`src/rtl/seq_scan_ctrl.sv`:
```
// Frame-level controller: latches a frame and pattern on start, shifts the frame
// LSB-first through a programmable serial detector, and reports match results.
// Build option: define SEQ_NONOVERLAP_EN for non-overlapping match detection.
module seq_scan_ctrl #(
    parameter int unsigned FRAME_W = 16,
    parameter int unsigned PAT_MAX = 4,
    localparam int unsigned LEN_W = $clog2(FRAME_W + 1),
    localparam int unsigned PL_W  = $clog2(PAT_MAX + 1),
    localparam int unsigned POS_W = $clog2(FRAME_W)
) (
    input  logic               clk,
    input  logic               reset,
    input  logic               start,
    input  logic [FRAME_W-1:0] frame_data,
    input  logic [LEN_W-1:0]   frame_len,
    input  logic [PAT_MAX-1:0] pattern,
    input  logic [PL_W-1:0]    pat_len,
    output logic               busy,
    output logic               ser_bit,
    output logic               detected,
    output logic               done,
    output logic               cfg_err,
    output logic [LEN_W-1:0]   match_count,
    output logic               first_valid,
    output logic [POS_W-1:0]   first_pos
);

    typedef enum logic [1:0] {
        S_IDLE  = 2'd0,
        S_SHIFT = 2'd1,
        S_DONE  = 2'd2
    } state_t;

    state_t             state_q, state_d;
    logic [FRAME_W-1:0] frame_q, frame_d;
    logic [LEN_W-1:0]   len_q, len_d;
    logic [LEN_W-1:0]   cnt_q, cnt_d;
    logic [PAT_MAX-1:0] pat_q, pat_d;
    logic [PL_W-1:0]    pl_q, pl_d;
    logic [PAT_MAX-2:0] hist_q, hist_d;
    logic [PL_W-1:0]    seen_q, seen_d;
    logic               busy_q, busy_d;
    logic               ser_bit_q, ser_bit_d;
    logic               detected_q, detected_d;
    logic               done_q, done_d;
    logic               cfg_err_q, cfg_err_d;
    logic [LEN_W-1:0]   match_count_q, match_count_d;
    logic               first_valid_q, first_valid_d;
    logic [POS_W-1:0]   first_pos_q, first_pos_d;

    logic [PAT_MAX-1:0] hist_n;
    logic [LEN_W-1:0]   len_clip;
    logic               pat_eq;
    logic               seen_ok;
    logic               match;

    // Next-state, datapath and registered-output logic
    always_comb begin
        state_d       = state_q;
        frame_d       = frame_q;
        len_d         = len_q;
        cnt_d         = cnt_q;
        pat_d         = pat_q;
        pl_d          = pl_q;
        hist_d        = hist_q;
        seen_d        = seen_q;
        busy_d        = 1'b0;
        ser_bit_d     = 1'b0;
        detected_d    = 1'b0;
        done_d        = 1'b0;
        cfg_err_d     = cfg_err_q;
        match_count_d = match_count_q;
        first_valid_d = first_valid_q;
        first_pos_d   = first_pos_q;

        hist_n   = {hist_q, ser_bit_q};
        len_clip = (frame_len > LEN_W'(FRAME_W)) ? LEN_W'(FRAME_W) : frame_len;

        // Compare only the low pat_len bits of the history against the pattern
        pat_eq = 1'b1;
        for (int i = 0; i < PAT_MAX; i++) begin
            if ((PL_W'(i) < pl_q) && (hist_n[i] != pat_q[i])) begin
                pat_eq = 1'b0;
            end
        end
        seen_ok = ((32'(seen_q) + 32'd1) >= 32'(pl_q));
        match   = (state_q == S_SHIFT) && !cfg_err_q && seen_ok && pat_eq;

        case (state_q)
            S_IDLE: begin
                if (start) begin
                    frame_d       = frame_data >> 1;
                    len_d         = len_clip;
                    cnt_d         = '0;
                    pat_d         = pattern;
                    pl_d          = pat_len;
                    hist_d        = '0;
                    seen_d        = '0;
                    cfg_err_d     = (pat_len == '0) || (pat_len > PL_W'(PAT_MAX));
                    match_count_d = '0;
                    first_valid_d = 1'b0;
                    first_pos_d   = '0;
                    if (len_clip == '0) begin
                        state_d = S_DONE;
                        done_d  = 1'b1;
                    end else begin
                        state_d   = S_SHIFT;
                        busy_d    = 1'b1;
                        ser_bit_d = frame_data[0];
                    end
                end
            end
            S_SHIFT: begin
                hist_d = hist_n[PAT_MAX-2:0];
                seen_d = (seen_q < PL_W'(PAT_MAX)) ? seen_q + PL_W'(1) : seen_q;
                if (match) begin
                    detected_d    = 1'b1;
                    match_count_d = match_count_q + LEN_W'(1);
                    if (!first_valid_q) begin
                        first_valid_d = 1'b1;
                        first_pos_d   = POS_W'(cnt_q);
                    end
`ifdef SEQ_NONOVERLAP_EN
                    hist_d = '0;
                    seen_d = '0;
`endif
                end
                if (cnt_q == len_q - LEN_W'(1)) begin
                    state_d = S_DONE;
                    done_d  = 1'b1;
                end else begin
                    busy_d    = 1'b1;
                    ser_bit_d = frame_q[0];
                    frame_d   = frame_q >> 1;
                    cnt_d     = cnt_q + LEN_W'(1);
                end
            end
            S_DONE: begin
                state_d = S_IDLE;
            end
            default: begin
                state_d = S_IDLE;
            end
        endcase
    end

    // State and output registers
    always_ff @(posedge clk) begin
        if (reset) begin
            state_q       <= S_IDLE;
            frame_q       <= '0;
            len_q         <= '0;
            cnt_q         <= '0;
            pat_q         <= '0;
            pl_q          <= '0;
            hist_q        <= '0;
            seen_q        <= '0;
            busy_q        <= 1'b0;
            ser_bit_q     <= 1'b0;
            detected_q    <= 1'b0;
            done_q        <= 1'b0;
            cfg_err_q     <= 1'b0;
            match_count_q <= '0;
            first_valid_q <= 1'b0;
            first_pos_q   <= '0;
        end else begin
            state_q       <= state_d;
            frame_q       <= frame_d;
            len_q         <= len_d;
            cnt_q         <= cnt_d;
            pat_q         <= pat_d;
            pl_q          <= pl_d;
            hist_q        <= hist_d;
            seen_q        <= seen_d;
            busy_q        <= busy_d;
            ser_bit_q     <= ser_bit_d;
            detected_q    <= detected_d;
            done_q        <= done_d;
            cfg_err_q     <= cfg_err_d;
            match_count_q <= match_count_d;
            first_valid_q <= first_valid_d;
            first_pos_q   <= first_pos_d;
        end
    end

    assign busy        = busy_q;
    assign ser_bit     = ser_bit_q;
    assign detected    = detected_q;
    assign done        = done_q;
    assign cfg_err     = cfg_err_q;
    assign match_count = match_count_q;
    assign first_valid = first_valid_q;
    assign first_pos   = first_pos_q;

endmodule
```
`config.mk`:
```
export PLATFORM = sky130hd
export DESIGN_NAME = seq_scan_ctrl
export DESIGN_NICKNAME = d
export VERILOG_FILES = /design/src/rtl/seq_scan_ctrl.sv
export SDC_FILE = /design/constraint.sdc
export NUM_CORES = 1
export LEC_CHECK = 0
export CAP_MARGIN = 20
export CELL_PAD_IN_SITES_DETAIL_PLACEMENT = 1
export CELL_PAD_IN_SITES_GLOBAL_PLACEMENT = 2
export CORE_MARGIN = 1
export CORE_UTILIZATION = 30
export CTS_CLUSTER_DIAMETER = 80
export DETAILED_ROUTE_END_ITERATION = 16
export GPL_ROUTABILITY_DRIVEN = 1
export PLACE_DENSITY = 0.81
export SLEW_MARGIN = 5
export SYNTH_ARGS = -nofsm -noshare
export SYNTH_HDL_FRONTEND = slang
export SYNTH_SLANG_ARGS = --single-unit
```
`constraint.sdc`:
```
create_clock -name clk -period 3 [get_ports clk]
set_input_delay 0.45 -clock clk [delete_from_list [all_inputs] [get_ports clk]]
set_output_delay 0.45 -clock clk [all_outputs]
set_load 0.02 [all_outputs]
```
; Word level (Yosys, flattened, before mapping)
; Cells that the tools add are included.
[totals]
input_bits = 31
output_inout_bits = 15
wordCells = 104
reg_bits = 56
[op_classes]
add_sub_neg = 5
n_mux = 41
n_reduce_logical = 21
eq_ne = 12
magnitude_cmp = 8
bitwise = 1
[op_table]
columns = cell, count
row1 = 16-bit two-way mux, 2
row2 = 16-bit case mux with 2 select lines, 1
row3 = 5-bit two-way mux, 4
row4 = 5-bit case mux with 2 select lines, 2
row5 = 1-bit two-way mux, 16
row6 = 4-bit two-way mux, 3
row7 = 3-bit case mux with 2 select lines, 2
row8 = "5-bit by 1-bit adder with 5-bit output, second input constant", 2
row9 = 3-bit AND reduction, 3
row10 = "2-bit != test, second input constant", 4
row11 = 1-bit case mux with 2 select lines, 4
row12 = 4-bit case mux with 2 select lines, 1
row13 = 1-bit logical AND, 7
row14 = "1-bit by 3-bit < comparator with 1-bit output, first input constant", 2
row15 = "2-bit by 3-bit < comparator with 1-bit output, first input constant", 2
row16 = 2-bit two-way mux, 3
row17 = 3-bit two-way mux, 2
row18 = 2-bit AND reduction, 3
row19 = 5-bit == test, 1
row20 = "5-bit > comparator, second input constant", 1
row21 = 5-bit logical NOT, 1
row22 = "5-bit by 1-bit subtractor with 5-bit output, second input constant", 1
row23 = "3-bit by 1-bit adder with 4-bit output, second input constant", 1
row24 = 4-bit by 3-bit greater-or-equal comparator with 1-bit output, 1
row25 = other kinds (15), 19

; Logic depth before layout (Yosys ltp)
[depth]
ltp_word = 9
depth_mapped = 9
mapped_depth_nobuf = 7

; Least setup slack after synthesis
; Ideal clock, no wire load.
[synth_path]
path_kind = reg2reg
startpoint = register len_q[0]
endpoint = register frame_q[0]
t_arrival_ps = 2113
slack_ps = 791
required_time_ps = 2905
n_path_buf = 1
stages_incl_launch_ff = 9
path_cell_list = dfxtp_1 > inv_1 > ha_1 > nor2b_1 > or3_1 > a311oi_2 > buf_4 > mux2_2 > a221oi_1
[synth_via]
elab_chain_len = 4
[synth_lines]
columns = item, line_no
row1 = "start, declared", 36  ; logic [LEN_W-1:0] len_q, len_d;
row2 = "start signal, assigned", 169  ; len_q <= len_d;
row3 = 5-bit by 1-bit subtractor with 5-bit output, 128  ; if (cnt_q == len_q - LEN_W'(1)) begin
row4 = 5-bit == test, 128
row5 = 2-bit != test (no line), -
row6 = 3-bit AND reduction (no line), -
row7 = "end signal, assigned", 168  ; frame_q <= frame_d;
row8 = "end, declared", 35  ; logic [FRAME_W-1:0] frame_q, frame_d;
; No other way between the ends.
; A chain may end at the register's enable or synchronous reset.

; Worst setup path in the final report
[layout_path]
startpoint = register len_q[0]
endpoint = register ser_bit_q, in the netlist ser_bit
[layout_via]
elab_chain_len = 4
[layout_lines]
columns = item, line_no
row1 = 5-bit by 1-bit subtractor with 5-bit output, 128
row2 = 5-bit == test, 128
row3 = 1-bit two-way mux, 128
row4 = 1-bit case mux with 2 select lines, 89  ; case (state_q)
row5 = "end signal, assigned", 176  ; ser_bit_q <= ser_bit_d;
row6 = "end, declared", 43  ; logic ser_bit_q, ser_bit_d;
; No other way between the ends.

==> impl_summary.log <==
INFO  metric detailroute.via_count = 2519
INFO  metric setup_repair_after_global_routing_missed_its_margin = no
INFO  metric htree_num_levels = 2
INFO  metric final-setup-viol-count = 0
INFO  metric grt_first_pass_wirelength = 12.11 mm
INFO  metric antenna_violations_before_repair = 0
INFO  metric timing_worst_slew_pin_value = 649.3 ps
INFO  metric antenna_cell_count = 0
INFO  metric p_leak = 1.217 nW
INFO  metric ff2ff_path_depth = 8
INFO  metric clock-skew-final = between 10 and 15 ps
INFO  metric yosys.cell_types.count = 53
INFO  metric ys_async_sr_fraction = 0%
INFO  metric layout_worst_path_cycle_share = between 80% and 90%
INFO  metric floorplan.initialDensity = around a third
INFO  metric cts_root_buffer = clkbuf_8
INFO  metric placeableCoreArea = 0.008848 mm^2
INFO  metric fin_setup_tns = 0 ps
INFO  metric pre_antenna_drt_iters = 6
INFO  metric post_cts_buffers = 0
INFO  metric wl_per_cell = ~16 um
INFO  metric maximum_vdd_drop = 0.1677 mV
INFO  metric drive_gt1_share = 7.967%
INFO  metric power_density = 444.3 mW/mm^2
INFO  metric synth.cell_area = 0.002791 mm^2
INFO  metric dp_hpwl = 5.329 mm
INFO  metric ys_seq_elements = between 50 and 60
INFO  metric syn_to_final_growth = 21.78%
INFO  metric period_needed = approximately 2500 ps
INFO  metric slew_violations = 0
INFO  metric synthDominantCellAreaShare = roughly two fifths
INFO  metric max_freq = roughly 410 MHz
INFO  metric postSynthCellCount = 330
INFO  metric synth_ff_type = dfxtp_1
INFO  metric synth.area.mux_share = 2.241%
INFO  metric final_nets = 401
INFO  metric count_of_final_hold_check_violations = 0
INFO  metric worst_slew_margin_rel = a little under three fifths
INFO  metric sequential_cell_area = 0.001101 mm^2
INFO  metric p_int = 1.068 mW
INFO  metric io_buffer_count = 45
INFO  metric cp-end-kind = flip-flop
INFO  metric cts_inserted_buffers = 5
INFO  metric detailedRoute.firstIterationViolations = around 150
INFO  metric cts.clk_slew.worst_paths = 100 ps
INFO  metric gp_congestion = 0.7762
INFO  metric drc_markers = 0
INFO  metric placement_rows = 34
INFO  metric combinationalPowerShare = 19.9%
INFO  metric worstSetupEndpoint = ser_bit$_SDFF_PP0_
INFO  metric timing.hold.ws = 472.1 ps
INFO  metric ys_warn_count = 0
INFO  metric synthesis.nets = 368
INFO  metric min-delay-path-class = reg -> reg
INFO  metric critPathLaunchType = flip-flop
INFO  metric crit_path_top_delay_cell = dfxtp_1
INFO  metric yosys-top-cells-area = dfxtp_1, a21oi_1, nand2_1
INFO  metric vias_in_the_first_global_route = 2496
INFO  metric grt-ovfl-total = 0
INFO  metric yosys.area_share.xor_xnor = between 3 and 4%
INFO  metric r2r-start = len_q[0]$_SDFFE_PP0P_
INFO  metric chipWidth = 98.46 um
INFO  metric timing.rr.end = ser_bit$_SDFF_PP0_
INFO  metric clk_path_buf_depth = 2
INFO  metric num_io_pins = 46
INFO  metric cts_resized = 0
INFO  metric cp_data_arrival_time = 2670 ps
INFO  metric cp_slowest_stage_delay = 410 ps
INFO  metric crit_path_cell_trace = inv_1 -> ha_1 -> nor2b_1 -> or3_1 -> a311oi_4 -> buf_4 -> nor2_1 -> a31o_2
INFO  metric seq_area_frac_synth = 39.44%
INFO  metric grt_start_max_net_pins = 36
INFO  metric post_synth_simple_gate_area = 21.74%
INFO  metric power.switching = 0.4421 mW
INFO  metric required = 3210 ps
INFO  metric finalWirelength = 7.355 mm
INFO  metric numClockSinks = 55
INFO  metric critical_path.max_fanout = 24
INFO  metric multi_input_comb_area = 0.001550 mm^2
INFO  metric synth-edff-count = 0
INFO  metric dieArea = roughly 0.0097 mm^2
INFO  metric synth-adder-area-share = 3.138%
INFO  metric detail_route.vias_per_cell = 5.337
INFO  metric netSwitchingFraction = between 20% and 30%
INFO  metric synth-compound-area-share = roughly a quarter
INFO  metric clockPowerShare = 26.7%
INFO  metric post-synth-top-area-cell = dfxtp_1
INFO  metric outcome = finished, final reports clean
INFO  metric insertion_delay = about 310 ps
INFO  metric post_synth.cell_area_avg = 8.459 um^2
INFO  metric drtAntennaViolNets = 0
INFO  metric cap_violations = 0
INFO  metric rrSetupSlack = between 500 and 600 ps
INFO  metric dominant_combinational_cell_family_by_area_after_synthesis = compound AO/OA/AOI/OAI gates
INFO  metric tritoncts = built
INFO  metric grt_util_all_layers = between 15 and 20%
INFO  metric die-height = 98.46 um
INFO  metric num-fill-cells = 1058
INFO  metric cts_hold_repair.buffers = 0
INFO  metric worst_setup_path_startpoint = len_q[0]$_SDFFE_PP0P_
INFO  metric timing.setup.critical_path_class = reg -> reg
INFO  metric p_seq_share = 53.4%
-- Yosys cell counts (2+ instances only) --
library cell and number:
mux2i_1 4, a21oi_1 46, xnor2_1 4, nand2_1 42, o211ai_1 5, or4_1 3
o21ba_2 2, nor3_1 5, mux2_2 2, a22oi_1 4, ha_1 7, nor2_1 17
o21ai_0 9, inv_1 9, o41ai_1 2, buf_4 3, o21ai_1 2, nand3_1 14
a221oi_1 2, nor2b_1 4, a311oi_2 2, nand4b_1 2, a31oi_1 4, dfxtp_1 55
nor3_2 2, or3_1 5, nand2b_1 6, o311a_1 11, xor2_1 7, nand3b_1 5
clkbuf_1 18, buf_6 2, nand4_1 4, a21o_1 2
-- per-layer routing --
metal / track usage, % / wire length, um / vias up
li1: - / - / 1257
met1: 20.15 / 3477 / 1210
met2: 26.54 / 3537 / 46
met3: 2.837 / 269 / 6
met4: 4.363 / 70 / 0
met5: 0 / 0 / -
-- cells in the final DEF, fill, tap and decap left out, types with 4 or more instances in the layout --
cell / n
buf_4: 7
nand2_1: 42
nand2b_1: 6
dfxtp_1: 55
o211ai_1: 5
clkdlybuf4s50_1: 44
a21oi_1: 46
mux2i_1: 4
nand3_1: 14
nor3_1: 5
or3_1: 5
a22oi_1: 4
xor2_1: 7
a31oi_1: 4
ha_1: 7
o21ai_0: 9
nor2_1: 17
o311a_1: 11
clkbuf_8: 5
nand4_1: 4
nand3b_1: 5
inv_1: 9
xnor2_1: 4
-- flip-flops by register name, indices dropped and copies added, names as in the netlist --
name         flops
detected         1
busy             1
hist_q           3
frame_q         15
first_valid      1
cfg_err          1
cnt_q            5
done             1
first_pos        4
state_q          2
pat_q            4
seen_q           3
ser_bit          1
len_q            5
pl_q             3
match_count      5
-- cell families (layout without fill, tap and decap cells) --
| logic type | Yosys count | count (layout) |
|---|---|---|
| fa+ha+maj | 7 | 7 |
| mux | 6 | 6 |
| flops | 55 | 55 |
| buf+inv | 35 | 69 |
| simple gates | 117 | 117 |
| xor+xnor | 11 | 11 |
| compound gates | 99 | 99 |
-- per-stage QoR --
| step | setup slack [ps] | utilization [%] | cell area [um^2] | total power [mW] | instances |
|---|---|---|---|---|---|
| final | 542.8 | 38.42 | 3400 | 1.510 | 472 |
| after global placement | 567.7 | 37.50 | 3318 | 1.121 | 464 |
| after detailed placement | 568.8 | 37.50 | 3318 | 1.128 | 464 |
| after floorplan | 791.4 | - | 2791 | 1.008 | 330 |
| after CTS | 555.7 | 38.42 | 3400 | 1.538 | 472 |
| after global routing | 446.6 | 38.42 | 3400 | 1.601 | 472 |
-- final cells by class --
type,count,area share (%)
multi-input combinational,240,45.60
clock inverter,1,0.1472
inverter,9,0.9937
timing repair buffer,52,14.65
tap,108,3.975
clock buffer,7,2.245
sequential,55,32.39
-- worst max-delay path, delay by kind of cell, from the launching register on --
family | cells | cell delay (ps)
buffers and inverters | 2 | 400
AO/OA/AOI/OAI | 2 | 650
adder cells (fa/ha/maj) | 1 | 230
flip-flops | 1 | 410
AND/OR/NAND/NOR | 3 | 670
-- worst min-delay path by stage --
| stage | startpoint | to | slack [ps] | cells past startpoint |
|---|---|---|---|---|
| floorplan | len_q[1]$_SDFFE_PP0P_ | len_q[1]$_SDFFE_PP0P_ | 450 | 2 |
| global placement | first_pos[3]$_SDFFE_PP0P_ | first_pos[3]$_SDFFE_PP0P_ | 450 | 2 |
| detailed placement | first_pos[2]$_SDFFE_PP0P_ | first_pos[2]$_SDFFE_PP0P_ | 450 | 2 |
| CTS | first_pos[0]$_SDFFE_PP0P_ | first_pos[0]$_SDFFE_PP0P_ | 480 | 2 |
| global route | first_pos[2]$_SDFFE_PP0P_ | first_pos[2]$_SDFFE_PP0P_ | 500 | 2 |
| finish | first_pos[0]$_SDFFE_PP0P_ | first_pos[0]$_SDFFE_PP0P_ | 470 | 2 |
-- power groups by stage --
stage | Clock [mW] | Combinational (mW) | Sequential [mW]
finish | 0.403 | 0.300 | 0.807
global route | 0.454 | 0.333 | 0.814
CTS | 0.425 | 0.305 | 0.808
detailed placement | 0 | 0.303 | 0.825
global placement | 0 | 0.298 | 0.823
floorplan | 0 | 0.188 | 0.820
(Power assumes the default switching activity.)
